$ cat src/rtl/risc32i_pkg.sv
// Shared risc32i definitions: widths, base opcodes, immediate formats,
// the ID/EX bundle and small opcode-classification helpers.
package risc32i_pkg;

    localparam int XLEN   = 32;
    localparam int REG_AW = 5;

    localparam logic [6:0] OP       = 7'b0110011;
    localparam logic [6:0] OP_IMM   = 7'b0010011;
    localparam logic [6:0] LOAD     = 7'b0000011;
    localparam logic [6:0] STORE    = 7'b0100011;
    localparam logic [6:0] BRANCH   = 7'b1100011;
    localparam logic [6:0] JAL      = 7'b1101111;
    localparam logic [6:0] JALR     = 7'b1100111;
    localparam logic [6:0] LUI      = 7'b0110111;
    localparam logic [6:0] AUIPC    = 7'b0010111;
    localparam logic [6:0] SYSTEM   = 7'b1110011;

    typedef enum logic [2:0] {
        IMM_I,
        IMM_S,
        IMM_B,
        IMM_U,
        IMM_J,
        IMM_NONE
    } imm_fmt_e;

    typedef struct packed {
        logic [XLEN-1:0]   pc;
        logic [XLEN-1:0]   rs1_val;
        logic [XLEN-1:0]   rs2_val;
        logic [XLEN-1:0]   imm;
        logic [REG_AW-1:0] rd;
        logic [6:0]        opcode;
        logic [2:0]        funct3;
        logic              funct7_5;
        logic              illegal;
    } id_ex_t;

    // Immediate layout implied by the opcode; R-type and unknown opcodes carry none.
    function automatic imm_fmt_e imm_fmt_of(input logic [6:0] opcode);
        case (opcode)
            OP_IMM, LOAD, JALR, SYSTEM: return IMM_I;
            STORE:                      return IMM_S;
            BRANCH:                     return IMM_B;
            LUI, AUIPC:                 return IMM_U;
            JAL:                        return IMM_J;
            default:                    return IMM_NONE;
        endcase
    endfunction

    function automatic logic is_legal_op(input logic [6:0] opcode);
        case (opcode)
            OP, OP_IMM, LOAD, STORE, BRANCH, JAL, JALR, LUI, AUIPC, SYSTEM: return 1'b1;
            default: return 1'b0;
        endcase
    endfunction

    function automatic logic uses_rs1(input logic [6:0] opcode);
        case (opcode)
            OP, STORE, BRANCH, OP_IMM, LOAD, JALR, SYSTEM: return 1'b1;
            default: return 1'b0;
        endcase
    endfunction

    function automatic logic uses_rs2(input logic [6:0] opcode);
        case (opcode)
            OP, STORE, BRANCH: return 1'b1;
            default:           return 1'b0;
        endcase
    endfunction

    // Stores, branches and unknown opcodes write no register.
    function automatic logic has_rd(input logic [6:0] opcode);
        case (opcode)
            OP, OP_IMM, LOAD, JAL, JALR, LUI, AUIPC, SYSTEM: return 1'b1;
            default: return 1'b0;
        endcase
    endfunction

endpackage

$ cat src/rtl/id_stage_imm_gen.sv
// Combinational immediate generator: picks the format from the opcode
// and sign-extends to XLEN.
module imm_gen
    import risc32i_pkg::*;
(
    input  logic [XLEN-1:0] instr_i,
    output logic [XLEN-1:0] imm_o
);

    // Assemble the immediate for the decoded format.
    always_comb begin
        imm_o = '0;
        case (imm_fmt_of(instr_i[6:0]))
            IMM_I:   imm_o = {{20{instr_i[31]}}, instr_i[31:20]};
            IMM_S:   imm_o = {{20{instr_i[31]}}, instr_i[31:25], instr_i[11:7]};
            IMM_B:   imm_o = {{19{instr_i[31]}}, instr_i[31], instr_i[7],
                              instr_i[30:25], instr_i[11:8], 1'b0};
            IMM_U:   imm_o = {instr_i[31:12], 12'h000};
            IMM_J:   imm_o = {{11{instr_i[31]}}, instr_i[31], instr_i[19:12],
                              instr_i[20], instr_i[30:21], 1'b0};
            default: imm_o = '0;
        endcase
    end

endmodule

$ cat src/rtl/id_stage.sv
// risc32i instruction-decode stage: register read addressing, writeback
// bypass, load-use stall, immediate generation and the ID/EX register.
module id_stage
    import risc32i_pkg::*;
(
    input  logic              clk,
    input  logic              rst,
    input  logic              in_valid,
    output logic              in_ready,
    input  logic [XLEN-1:0]   in_instr,
    input  logic [XLEN-1:0]   in_pc,
    output logic [REG_AW-1:0] rs1_addr,
    output logic [REG_AW-1:0] rs2_addr,
    input  logic [XLEN-1:0]   rs1_data,
    input  logic [XLEN-1:0]   rs2_data,
    input  logic              wb_we,
    input  logic [REG_AW-1:0] wb_rd,
    input  logic [XLEN-1:0]   wb_data,
    input  logic              ex_is_load,
    input  logic [REG_AW-1:0] ex_rd,
    input  logic              flush,
    output logic              out_valid,
    input  logic              out_ready,
    output logic [XLEN-1:0]   out_pc,
    output logic [XLEN-1:0]   out_rs1_val,
    output logic [XLEN-1:0]   out_rs2_val,
    output logic [XLEN-1:0]   out_imm,
    output logic [REG_AW-1:0] out_rd,
    output logic [6:0]        out_opcode,
    output logic [2:0]        out_funct3,
    output logic              out_funct7_5,
    output logic              out_illegal
);

    logic [6:0]      opcode;
    logic [XLEN-1:0] imm;
    logic            hazard;
    logic            accept;
    logic [XLEN-1:0] rs1_val;
    logic [XLEN-1:0] rs2_val;
    id_ex_t          bundle_d;
    id_ex_t          bundle_q;
    logic            valid_q;

    assign opcode   = in_instr[6:0];
    assign rs1_addr = in_instr[19:15];
    assign rs2_addr = in_instr[24:20];

    imm_gen u_imm_gen (
        .instr_i (in_instr),
        .imm_o   (imm)
    );

    // Operand select: x0 reads zero, then same-cycle writeback wins over the RegFile value.
    always_comb begin
        rs1_val = rs1_data;
        rs2_val = rs2_data;
        if (rs1_addr == '0)
            rs1_val = '0;
        else if (wb_we && (wb_rd == rs1_addr))
            rs1_val = wb_data;
        if (rs2_addr == '0)
            rs2_val = '0;
        else if (wb_we && (wb_rd == rs2_addr))
            rs2_val = wb_data;
    end

    // Load-use stall only for sources the instruction actually reads.
    always_comb begin
        hazard = in_valid && ex_is_load && (ex_rd != '0) &&
                 ((uses_rs1(opcode) && (ex_rd == rs1_addr)) ||
                  (uses_rs2(opcode) && (ex_rd == rs2_addr)));
        in_ready = !hazard && (!valid_q || out_ready);
        accept   = in_valid && in_ready;
    end

    // Decoded bundle presented to the ID/EX register.
    always_comb begin
        bundle_d          = '0;
        bundle_d.pc       = in_pc;
        bundle_d.rs1_val  = rs1_val;
        bundle_d.rs2_val  = rs2_val;
        bundle_d.imm      = imm;
        bundle_d.rd       = has_rd(opcode) ? in_instr[11:7] : '0;
        bundle_d.opcode   = opcode;
        bundle_d.funct3   = in_instr[14:12];
        bundle_d.funct7_5 = in_instr[30];
        bundle_d.illegal  = !is_legal_op(opcode);
    end

    // ID/EX register: reset, then flush, then accept; a consumed bundle with no replacement becomes a bubble.
    always_ff @(posedge clk) begin
        if (rst) begin
            valid_q  <= 1'b0;
            bundle_q <= '0;
        end else if (flush) begin
            valid_q  <= 1'b0;
        end else if (accept) begin
            valid_q  <= 1'b1;
            bundle_q <= bundle_d;
        end else if (out_ready) begin
            valid_q  <= 1'b0;
        end
    end

    assign out_valid    = valid_q;
    assign out_pc       = bundle_q.pc;
    assign out_rs1_val  = bundle_q.rs1_val;
    assign out_rs2_val  = bundle_q.rs2_val;
    assign out_imm      = bundle_q.imm;
    assign out_rd       = bundle_q.rd;
    assign out_opcode   = bundle_q.opcode;
    assign out_funct3   = bundle_q.funct3;
    assign out_funct7_5 = bundle_q.funct7_5;
    assign out_illegal  = bundle_q.illegal;

endmodule

$ cat config.mk
export PLATFORM = sky130hd
export DESIGN_NAME = id_stage
export DESIGN_NICKNAME = d
export VERILOG_FILES = /design/src/rtl/risc32i_pkg.sv /design/src/rtl/id_stage_imm_gen.sv /design/src/rtl/id_stage.sv
export SDC_FILE = /design/constraint.sdc
export NUM_CORES = 1
export LEC_CHECK = 0
export BUFFER_PORTS_ARGS = -buffer_cell sky130_fd_sc_hd__clkbuf_2
export CORE_AREA = 2 2 129 131
export DETAILED_ROUTE_END_ITERATION = 10
export DIE_AREA = 0 0 131 133
export MAX_ROUTING_LAYER = met4
export PLACE_DENSITY = 0.76
export SYNTH_ARGS = -nofsm -noshare
export SYNTH_HDL_FRONTEND = slang
export SYNTH_SLANG_ARGS = --single-unit
$ cat constraint.sdc
create_clock -name clk -period 3.8 [get_ports clk]
set_input_delay 0.38 -clock clk [delete_from_list [all_inputs] [get_ports clk]]
set_output_delay 0.38 -clock clk [all_outputs]
set_load 0.02 [all_outputs]
Word level (Yosys, flattened, before mapping)
Cells that the tools add are included.

Register bits after elaboration: 146. Output and inout port bits: 157.

Eq/ne operators: 18. Multiplexer cells: 13. Bitwise operators: 1. Reductions and logical operators: 27.

Operators by type and width (count): 32-bit one-hot mux with 5 select lines (1); 32-bit 2-to-1 mux (4); 7-bit equality test, second input constant (4); 7-bit by 6-bit equality test with 1-bit output, second input constant (3); 5-bit equality test (4); 3-bit one-hot mux with 5 select lines (1); 7-bit by 5-bit equality test with 1-bit output, second input constant (2); 5-bit zero test (2); 10-bit OR reduction (1); 1-bit logical AND (9); 8-bit OR reduction (1); 7-bit by 2-bit equality test with 1-bit output, second input constant (1); 7-bit OR reduction (1); 3-bit by 2-bit equality test with 1-bit output, second input constant (2); 1-bit 2-to-1 mux (6); 5-bit 2-to-1 mux (1); 5-bit nonzero test (1); 2-bit OR reduction (2); 4-bit OR reduction (1); 3-bit by 1-bit equality test with 1-bit output, second input constant (1); 3-bit equality test, second input constant (1); 1-bit zero test (3); 3-bit zero test (1); 3-bit OR reduction (1); other kinds (4) (5).

Logic depth before layout (Yosys ltp)
Gate-level depths: netlist of the first run.

Depth in word-level cells: 10. Gate-level depth with buffers: 10. Gate-level depth less buffers: 6.

Modules after synthesis
A second synthesis of the first run with hierarchy kept.

Cells, all modules: 872. Area, all modules: 8011.4 µm².

Modules (own cells, without submodules): id_stage (times used 1, cells an instance 789, area each 7490.9 µm²); imm_gen (times used 1, cells an instance 83, area each 520.5 µm²).

Worst setup path after synthesis of the first run
Ideal clock, no wire load.

Path type: input port to output port. From: input in_instr[3]. To: output in_ready. Arrival: 1771 ps. Path slack: 1649 ps. Stages: 9. Path buffers: 4. Cells stage by stage: buf_6 nor2_4 nand4_4 a2111oi_4 o211a_1 buf_6 buf_8 buf_6 nor2_1.

Word-level cells in the longest chain between the ends: 8. Elaborated cells on any way between the ends: 17.

Ends and longest elaborated chain: start: declaration (RTL line id_stage.sv:10) `input logic [XLEN-1:0] in_instr,`; 7-bit by 6-bit equality test with 1-bit output (tied with other cells) (RTL line risc32i_pkg.sv:60, risc32i_pkg.sv:67); 7-bit OR reduction or 3-bit OR reduction (tied branches) (RTL line risc32i_pkg.sv:60, risc32i_pkg.sv:67); 1-bit 2-to-1 mux (on tied branches) (RTL line risc32i_pkg.sv:60, risc32i_pkg.sv:67); 1-bit logical AND (on tied branches) (RTL line id_stage.sv:71, id_stage.sv:72); 1-bit logical OR (*) (RTL line id_stage.sv:71) `((uses_rs1(opcode) && (ex_rd == rs1_addr)) ||`; 1-bit logical AND (*) (RTL line id_stage.sv:70) `hazard = in_valid && ex_is_load && (ex_rd != '0) &&`; 1-bit zero test (*) (RTL line id_stage.sv:73) `in_ready = !hazard && (!valid_q || out_ready);`; 1-bit logical AND (*) (RTL line id_stage.sv:73); end: declaration (RTL line id_stage.sv:9) `output logic in_ready,`.

Every way passes the cells marked *; elsewhere a longest branch is shown, timed or not.

Worst setup path in the final report of the first run
From: input in_instr[2]. To: output in_ready.

Same word-level chain as after synthesis.

==> results.md, run 1 <==
- Outcome: completed
- Initial core utilization: 43.3%
- Sequential area share after synthesis: a little over two fifths
- Worst hold path startpoint: in_pc[28]
- Clock-pin slew on the worst setup and hold paths: 60 ps
- Commonest cells post-synth: 146 x dfxtp_1, 68 x nor4_1, 64 x mux2i_1
- Yosys reg bits: 146
- CP max stage delay: 490 ps
- Reg-to-Reg End: out_rs1_val[2]$_SDFFE_PP0P_
- Setup repair bufs after CTS: 0
- Htree depth: 4
- Hold_buf cts: 0
- Max Cap Viol: 0
- Post-Syn Area: 7000 sq um
- R2R depth: 6
- Rows: 47
- Inserted Clock Buffers: 17
- Largest net degree at the start of global routing: 81
- CP required: 3420 ps
- Syn_nets: 931
- Clock Sinks: approximately 150
- Top Ports: around 330
- Top-area cell type share of the netlist area: 41.8%
- Area Growth Syn to Fin: 31.8%
- Max-slew headroom: roughly 30%
- Clock tree root buffer cell: clkbuf_16
- Number of DRC markers in iteration 0: 547
- WP data arrival: 2170 ps
- Peak VDD IR: 0.304 mV
- Worst Path Buf+Inv: 2
- Proportion of layout cells with a drive suffix above 1: roughly two fifths
- Synth async-reset ratio: 0%
- Crit-path leading delay family: compound AO/OA/AOI/OAI gates
- Hold_ws: 197 ps
- Placement Cell Area: 8650 sq um
- Worst Hold Class: in -> reg
- Longest Clk Path Bufs: 2
- Ant. Diodes: 0
- Hold path depth: 3
- Sw frac: 26.4%
- Vias post-DR: 7,147
- Worst-margin pin slew: 1040 ps
- Cell with the most instances after synthesis: dfxtp_1
- Die W: 131 um
- Clk_lat worst skew: 410 ps
- CTS tree: yes
- Reg2Reg Setup Slack: 1570 ps
- Fin Setup TNS: 0 ps
- Synth warnings: 0
- NetSw: 0.00101 W
- Synth area leaders: dfxtp_1 42%, mux2i_1 9.2%, nor4_1 6.1%
- Final setup viols: 0
- Post-route ant nets: 0
- Post-synth EDFFs: 0
- Fin. Hold Viols: 0
- Post-cts sizing count: 0
- Crit-path cells: clkbuf_2 -> nor2_4 -> nand4_4 -> a2111oi_4 -> o211a_4 -> nor2_1 -> clkbuf_2
- Crit path max fanout: 37
- Finished Cell Area: a little over 9000 sq um
- Final Routed Wirelength: 23,100 um
- Cell internal pwr: approximately 0.0028 W
- Crit-path slowest cell: o211a_4
- Pre-antenna DRT Iters: 5
- CP startpoint kind: input port
- Util after Layout: 57.1%
- Crit end category: output pin
- Residual DRC: 0
- Crit Path Class: in -> out
- Top FF cell, synth: dfxtp_1
- Slew Viols, Final: 0
- Highest Clock Rate: 0.391 GHz
- R2R Path Start: out_valid$_SDFFE_PP0P_
- Die area: 17,400 sq um
- Core footprint: approximately 16,000 sq um
- Vias per cell: 5.67
- First-pass GRT wire length: 34,400 um
- Post-synth cell types: 53
- Hold Path End: out_pc[28]$_SDFFE_PP0P_
- # nets final: 1,207
- Period Utilization, post-route: 67.2%
- Grt ovf: 0
- Clk_skew: approximately 5.2 ps
- RePlAce Congestion: 0.948
- Initial antenna violation count: 0
- Gate count of the mapped netlist: between 700 and 800
- Gr usage total: 25.8%
- Cell accounting for the most synthesized area: dfxtp_1
- Sequential power share: 42.3%
- Avg Inst Size Synth: around 9.3 sq um
- Combinational share of power: 14.5%
- Clock share of power: between 40% and 50%
- Vias in the first global route: 6,540
- LEAKAGE: between 4 and 5 nW
- Min Tclk post-route: roughly 2600 ps
- Detailed Place HPWL: 16,400 um
- RSZ-0062 raised after global routing: false
- Die Ht: 133 um
- Port Buffers: 333
- Wire per inst: 18.3 um
- Most common cell type on the critical path: clkbuf_2
- PD cells: 415 nW/um^2
cell families (layout without fill, tap and decap cells):
logic type	after synthesis	count (layout)	synth area share, %
compound gates	241	241	24.2
simple gates	185	185	15.0
flops	146	146	41.8
buf+inv	96	383	7.18
mux	65	65	9.31
xor+xnor	21	21	2.63
flip-flops by register name (all words and copies together), names as in the netlist, 3 cells and up:
signal	flops
out_imm	32
out_pc	32
out_rs1_val	32
out_rs2_val	32
out_opcode	7
out_rd	5
out_funct3	3
metal layers:
metal,up-vias,global-route usage [%],share of wire [%]
met4,0,9.40,2.2
met3,36,4.85,6.4
met2,295,42.0,50
met5,-,-,0
li1,3419,-,-
met1,3397,31.6,41
power groups by stage:
stage	Combinational [W]	Clock, W	Sequential [W]
floorplan	0.000243	0	0.00172
global placement	0.000548	0	0.00165
detailed placement	0.000550	0	0.00165
CTS	0.000552	0.00168	0.00162
global route	0.000594	0.00173	0.00162
finish	0.000554	0.00165	0.00162
cell usage in the layout, fill, tap and decap left out, types with 17 or more instances in the layout:
cell type,n
clkbuf_2,333
a31o_1,21
mux2i_1,64
nand2_1,18
a22o_1,28
dfxtp_1,146
nand3_1,52
o21ai_0,52
nor4_1,68
a31o_2,44
a21o_1,20
a21oi_1,50
clkbuf_16,17
final cells by class:
cell class,count,area (sq um)
fillers,1465,6940
multi-input cells,512,3610
repair buffers,349,1820
clock buffers,22,474
inverters,4,15.0
clock inverters,8,104
well taps,220,275
flip-flops and latches,146,2920
worst reg2reg max path, stage by stage (launching register included):
cell	delay, ps
dfxtp_1	320
nor2b_1	210
nor3b_4	210
buf_4	300
nand2_2	440
buf_12	360
a31o_2	280
worst max-delay path by stage:
stage / depth (start not counted) / slack, ps / endpoint / startpoint
final: 7 / 1250 / in_ready / in_instr[2]
after floorplan: 9 / 1650 / in_ready / in_instr[3]
after detailed placement: 8 / 1080 / out_rs1_val[27]$_SDFFE_PP0P_ / in_instr[2]
after global routing: 7 / 1130 / in_ready / in_instr[2]
after CTS: 7 / 1270 / in_ready / in_instr[2]
after global placement: 8 / 1140 / out_rs1_val[28]$_SDFFE_PP0P_ / in_instr[2]
through the flow:
step                setup slack [ps]  power (W)  instances
floorplan                       1650    0.00196        754
global placement                1140    0.00220       1231
detailed placement              1080    0.00220       1231
CTS                             1270    0.00385       1261
global route                    1130    0.00395       1261
finish                          1250    0.00383       1261
No activity file was read; power rests on OpenSTA's default activity.
==> run 2, diff against run 1 <==
- CORE_AREA: 2 2 129 131 -> 2 2 133 135
- DIE_AREA: 0 0 131 133 -> 0 0 135 137
- PLACE_DENSITY: 0.76 -> 0.75
- clock period: 3.8 -> 2 ns (I/O delays scaled with it)
==> run 2 against run 1 <==
  * Global-route usage down 0.084 points
  * Largest power group unchanged
  * Register-to-register slack worse by 1400 ps
  * Total power up 93%
  * Clock skew up 1.1 ps
  * Critical path depth up 1
  * Highest routed layer unchanged
  * Wire length up 6.1%
  * Flip-flop and latch count unchanged
  * First-iteration DRC count down 3.1%
  * Hold slack worse by 180 ps
==> results.md, run 2 (synthesized netlist as in run 1, its figures left out) <==
- Hold path depth: 3 (unchanged)
- Clock Sinks: 146 (unchanged)
- Area Growth Syn to Fin: 39.5%
- Final setup margin: 141 ps (-1100 ps)
- Max-slew headroom: 41.9% (+11 points)
- Final Routed Wirelength: 24,500 um (+6.1%)
- First-pass GRT wire length: 36,200 um (+5.2%)
- Clock tree root buffer cell: clkbuf_16
- WP data arrival: 1660 ps (-510 ps)
- R2R Path Start: out_valid$_SDFFE_PP0P_
- Clk_lat worst skew: 420 ps (about the same)
- Wire per inst: 18.6 um (+1.7%)
- Worst hold path startpoint: in_pc[30]
- Highest Clock Rate: 0.538 GHz
- Reg2Reg Setup Slack: 160 ps (-1410 ps)
- Ant. Diodes: 0 (unchanged)
- Initial antenna violation count: 0 (unchanged)
- Most frequent cells in the layout: 333 x clkbuf_2, 146 x dfxtp_1, 68 x nor4_1, 64 x mux2i_1
- Fin. Hold Viols: 0 (unchanged)
- Filler instances: 1,557 (+6.3%)
- CP required: 1800 ps (-1620 ps)
- Vias in the first global route: 6,919 (+5.8%)
- Detailed Place HPWL: 17,300 um (+5.4%)
- Dpl ws: -79.5 ps (-1160 ps)
- Residual DRC: 0 (unchanged)
- Min Tclk post-route: 1860 ps
- Clk_skew: 6.29 ps (+1.12 ps)
- Die area: 18,500 sq um (+6.2%)
- Crit path max fanout: 29 (-22%)
- Worst Hold Class: in -> reg
- Gr usage total: 25.7% (-0.084 points)
- LEAKAGE: 4.36 nW (+6.9%)
- Clock-pin slew on the worst setup and hold paths: 60 ps (about the same)
- Rows: 48 (+2.1%)
- Reg-to-Reg End: out_rs2_val[18]$_SDFFE_PP0P_
- Period Utilization, post-route: 93.0%
- Outcome: completed
- Worst-margin pin slew: 868 ps (-175 ps)
- Most common cell after layout, fill and taps aside: clkbuf_2
- Die Ht: 137 um (+3.0%)
- Max Cap Viol: 0 (unchanged)
- Top Ports: 334 (unchanged)
- Core footprint: 17,100 sq um (+5.5%)
- Proportion of layout cells with a drive suffix above 1: 43.8% (+1.8 points)
- RePlAce Congestion: 0.914 (-3.6%)
- Vias per cell: 5.68 (+0.14%)
- Final setup viols: 0 (unchanged)
- R2R depth: 5 (-1)
- Port Buffers: 333 (unchanged)
- Crit end category: output pin
- Htree depth: 4 (unchanged)
- RSZ-0062 raised after global routing: false
- Number of DRC markers in iteration 0: 530 (-3.1%)
- CTS tree: yes
- PD cells: 758 nW/um^2 (+83%)
- Die W: 135 um (+3.1%)
- Fin Setup TNS: 0 ps (unchanged)
- Largest net degree at the start of global routing: 81 (unchanged)
- Post-route ant nets: 0 (unchanged)
- Vias post-DR: 7,469 (+4.5%)
- Fin cells: 1,316 (+4.4%)
- Hold_ws: 16.2 ps (-181 ps)
- Grt ovf: 0 (unchanged)
- Inserted Clock Buffers: 17 (unchanged)
- # nets final: 1,255 (+4.0%)
- CP startpoint kind: input port
- Hold Path End: out_pc[30]$_SDFFE_PP0P_
- Longest Clk Path Bufs: 2 (unchanged)
- Slew Viols, Final: 0 (unchanged)
- Initial core utilization: 41.0% (-2.2 points)
- Pre-antenna DRT Iters: 5 (unchanged)
- Cells after DPL: 1,272 (+3.3%)
- Peak VDD IR: 0.575 mV (+89%)
- Crit Path Class: in -> out
run 2: changes by cell type in the layout (fill, tap and decap cells not counted), sizes merged:
cell / before / now
clkinv: 1 / 4
dlygate4sd3: 0 / 9
buf: 16 / 54
run 2: worst max path at each step:
stage,slack (ps),cells after the start,end,start
2_1_floorplan,120,7,out_opcode[3]$_SDFFE_PP0P_,out_valid$_SDFFE_PP0P_
3_3_place_gp,-40,8,out_rs1_val[10]$_SDFFE_PP0P_,in_instr[17]
3_5_place_dp,-80,8,out_rs1_val[10]$_SDFFE_PP0P_,in_instr[17]
4_1_cts,60,8,in_ready,in_instr[2]
5_1_grt,70,8,in_ready,in_instr[2]
6_report,140,8,in_ready,in_instr[2]
run 2: per-stage QoR:
| step | area (sq um) | utilization [%] | total power, W |
|---|---|---|---|
| detailed placement | 9040 | 53.0 | 0.00425 |
| CTS | 9720 | 57.0 | 0.00746 |
| finish | 9770 | 57.3 | 0.00740 |
| global placement | 9040 | 53.0 | 0.00424 |
| global route | 9770 | 57.3 | 0.00768 |
| floorplan | 7000 | - | 0.00373 |
run 2: layout make-up:
| type | count | area [sq um] | share of cell area, % |
|---|---|---|---|
| clock buffer | 21 | 460 | 4.71 |
| timing repair buffer | 397 | 2340 | 24.0 |
| inverter | 4 | 15.0 | 0.154 |
| sequential | 146 | 2920 | 29.9 |
| multi-input combinational | 512 | 3610 | 37.0 |
| tap | 225 | 282 | 2.88 |
| clock inverter | 11 | 130 | 1.33 |
run 2: metal layers:
layer  vias to the layer above  track usage (%)  wire length (um)
li1                       3510                -                 -
met1                      3545             30.0             10000
met2                       327             41.0             11800
met3                        87             6.00              1550
met4                         0             14.3              1080
met5                         -                -                 0
run 2: where the power goes:
part | switching [W] | total [W] | internal, W
combinational | 0.000672 | 0.00114 | 0.000468
sequential | 0.0000541 | 0.00307 | 0.00302
clock | 0.00128 | 0.00319 | 0.00191
run 2: what timing repair did:
action / CTS / global route
gates resized for setup: 0 / 1
hold buffers: 9 / 0
endpoints found under the setup margin: 0 / 1
hold endpoints to repair: 9 / 0
buffers inserted: 0 / 2
run 2: critical path: stages:
cell and delay [ps]:
clkbuf_2 110, nor2_4 140, nand4_4 130, a2111oi_4 390, o211a_4 260, buf_16 180
nor2_1 70, clkbuf_2 160
==> run 3, diff against run 2 <==
- CORE_AREA: 2 2 133 135 -> 2 2 129 131
- DIE_AREA: 0 0 135 137 -> 0 0 131 133
- PLACE_DENSITY: 0.75 -> 0.76
- clock period: 2 -> 1.9 ns (I/O delays scaled with it)
==> run 3 against run 2 <==
  * First-iteration DRC count fell by 10%
  * Utilization rose by 5.3 points
  * Largest cell class unchanged
  * Register-to-register slack got worse by 30 ps
  * Setup slack got worse by 97 ps
  * Flip-flop and latch count did not move
  * Combinational power rose by 9.6%
  * Wire length rose by 0.49%
  * Critical path depth rose by 2
  * Critical endpoint is now out_rs1_val[11]$_SDFFE_PP0P_
==> results.md, run 3 (synthesized netlist as in run 1, its figures left out) <==
- Outcome: completed
- Grt ovf: 0 (unchanged)
- Crit-path leading delay family: compound AO/OA/AOI/OAI gates
- Inserted Clock Buffers: 17 (unchanged)
- Crit-path slowest cell: a2111oi_4
- Slew Viols, Final: 0 (unchanged)
- Crit path max fanout: 26 (-10%)
- Period Utilization, post-route: 97.7%
- Peak VDD IR: 0.604 mV (+5.0%)
- Pre-antenna DRT Iters: 5 (unchanged)
- RePlAce Congestion: 0.912 (-0.22%)
- CP max stage delay: 420 ps (+30 ps)
- Die Ht: 133 um (-2.9%)
- Initial antenna violation count: 0 (unchanged)
- Top Ports: 334 (unchanged)
- Fin. Hold Viols: 0 (unchanged)
- Reg-to-Reg End: out_rs1_val[5]$_SDFFE_PP0P_
- CP startpoint kind: input port
- Placement Cell Area: 9180 sq um (+1.6%)
- Crit end category: register
- Crit-path cells: clkbuf_2 -> xnor2_1 -> nand4_1 -> a2111oi_4 -> o211a_4 -> buf_4 -> buf_4 -> clkbuf_16 -> nor4_1 -> a31o_2
- Largest net degree at the start of global routing: 81 (unchanged)
- Vias per cell: 5.64 (-0.62%)
- Worst hold path startpoint: in_instr[9]
- Initial core utilization: 43.3% (+2.2 points)
- Vias post-DR: 7,575 (+1.4%)
- Crit Path Class: in -> reg
- Wire per inst: 18.3 um (-1.5%)
- Ant. Diodes: 0 (unchanged)
- R2R depth: 5 (unchanged)
- RSZ-0062 raised after global routing: false
- PD cells: 772 nW/um^2 (+1.8%)
- Final Routed Wirelength: 24,600 um (+0.49%)
- Gr usage total: 27.8% (+2.1 points)
- # nets final: 1,287 (+2.5%)
- Core footprint: 16,200 sq um (-5.2%)
- Die area: 17,400 sq um (-5.8%)
- Clk_skew: 5.98 ps (-0.301 ps)
- Clock Sinks: 146 (unchanged)
- Post-route ant nets: 0 (unchanged)
- Hold path depth: 3 (unchanged)
- Proportion of layout cells with a drive suffix above 1: 44.1% (+0.27 points)
- Finished Cell Area: 10,100 sq um (+3.5%)
- Die W: 131 um (-3.0%)
- Hold Path End: out_rd[2]$_SDFFE_PP0P_
- Port Buffers: 333 (unchanged)
- CTS tree: yes
- Clock-pin slew on the worst setup and hold paths: 60 ps (about the same)
- Dpl ws: -113 ps (-33.6 ps)
- Clock tree root buffer cell: clkbuf_16
- Vias in the first global route: 7,223 (+4.4%)
- CP required: 2210 ps (+410 ps)
- Reg2Reg Setup Slack: 130 ps (-30 ps)
- Highest Clock Rate: 0.539 GHz
- Rows: 47 (-2.1%)
- Max-slew headroom: 49.1% (+7.1 points)
- Total Power: 0.00780 W (+5.4%)
- Clk_lat worst skew: 420 ps (about the same)
- Number of DRC markers in iteration 0: 475 (-10%)
- Residual DRC: 0 (unchanged)
- R2R Path Start: out_valid$_SDFFE_PP0P_
- Most common cell after layout, fill and taps aside: clkbuf_2
- Max Cap Viol: 0 (unchanged)
- Worst Hold Class: in -> reg
- Detailed Place HPWL: 17,100 um (-0.82%)
- First-pass GRT wire length: 37,100 um (+2.4%)
- Most frequent cells in the layout: 333 x clkbuf_2, 146 x dfxtp_1, 68 x nor4_1, 64 x mux2i_1, 53 x buf_4
- Longest Clk Path Bufs: 2 (unchanged)
- WP data arrival: 2170 ps (+510 ps)
- Min Tclk post-route: 1860 ps
- Final setup viols: 0 (unchanged)
- Area Growth Syn to Fin: 44.5%
- Most common cell type on the critical path: buf_4
- Htree depth: 4 (unchanged)
- Final setup margin: 43.6 ps (-97.1 ps)
- Util after Layout: 62.5% (+5.3 points)
- LEAKAGE: 4.55 nW (+4.3%)
- Worst-margin pin slew: 761 ps (-106 ps)
- Worst Path Buf+Inv: 4 (+1)
- Fin Setup TNS: 0 ps (unchanged)
[run 3: repair_timing]
item | CTS | global route
hold buffers | 25 | 0
hold endpoints to repair | 25 | 0
resized for setup | 0 | 1
cloned | 1 | 1
setup buffers | 4 | 0
pin swaps | 3 | 0
endpoints found under the setup margin | 1 | 34
[run 3: cell type report]
cell class / count / area, sq um
inverters: 4 / 15.0
repair buffers: 429 / 2700
fillers: 1361 / 6060
well taps: 220 / 275
multi-input cells: 512 / 3610
clock buffers: 20 / 457
clock inverters: 12 / 130
flip-flops and latches: 146 / 2920
[run 3: worst reg2reg max path, cell delays in order (launching register included)]
cell,delay (ps)
dfxtp_1,330
nor2b_1,150
or3b_4,450
buf_12,210
nor4_1,410
a31o_2,170
[run 3: worst max-delay path by stage]
stage / to / from / depth (start not counted) / slack, ps
2_1_floorplan: out_opcode[3]$_SDFFE_PP0P_ / out_valid$_SDFFE_PP0P_ / 7 / 20
3_3_place_gp: out_rs1_val[23]$_SDFFE_PP0P_ / in_instr[3] / 8 / -40
3_5_place_dp: out_rs2_val[8]$_SDFFE_PP0P_ / in_instr[21] / 9 / -110
4_1_cts: out_rs1_val[13]$_SDFFE_PP0P_ / in_instr[23] / 10 / 40
5_1_grt: out_pc[31]$_SDFFE_PP0P_ / in_instr[23] / 10 / 3
6_report: out_rs1_val[11]$_SDFFE_PP0P_ / in_instr[23] / 10 / 40
[run 3: stage by stage]
step	instances	hold WS (ps)
3_3_place_gp	1280	424
2_1_floorplan	754	269
6_report	1343	17.0
5_1_grt	1343	9.86
4_1_cts	1342	0.698
3_5_place_dp	1280	431
[run 3: power breakdown]
part | internal (W) | switching, W
clock | 0.00201 | 0.00131
combinational | 0.000533 | 0.000714
sequential | 0.00318 | 0.0000616
total | 0.00572 | 0.00208
[run 3: per-layer routing]
layer	track usage (%)	part of all wire [%]
met1	33.1	41
met2	44.7	49
met4	14.1	3.5
met5	-	0
met3	5.05	6.4
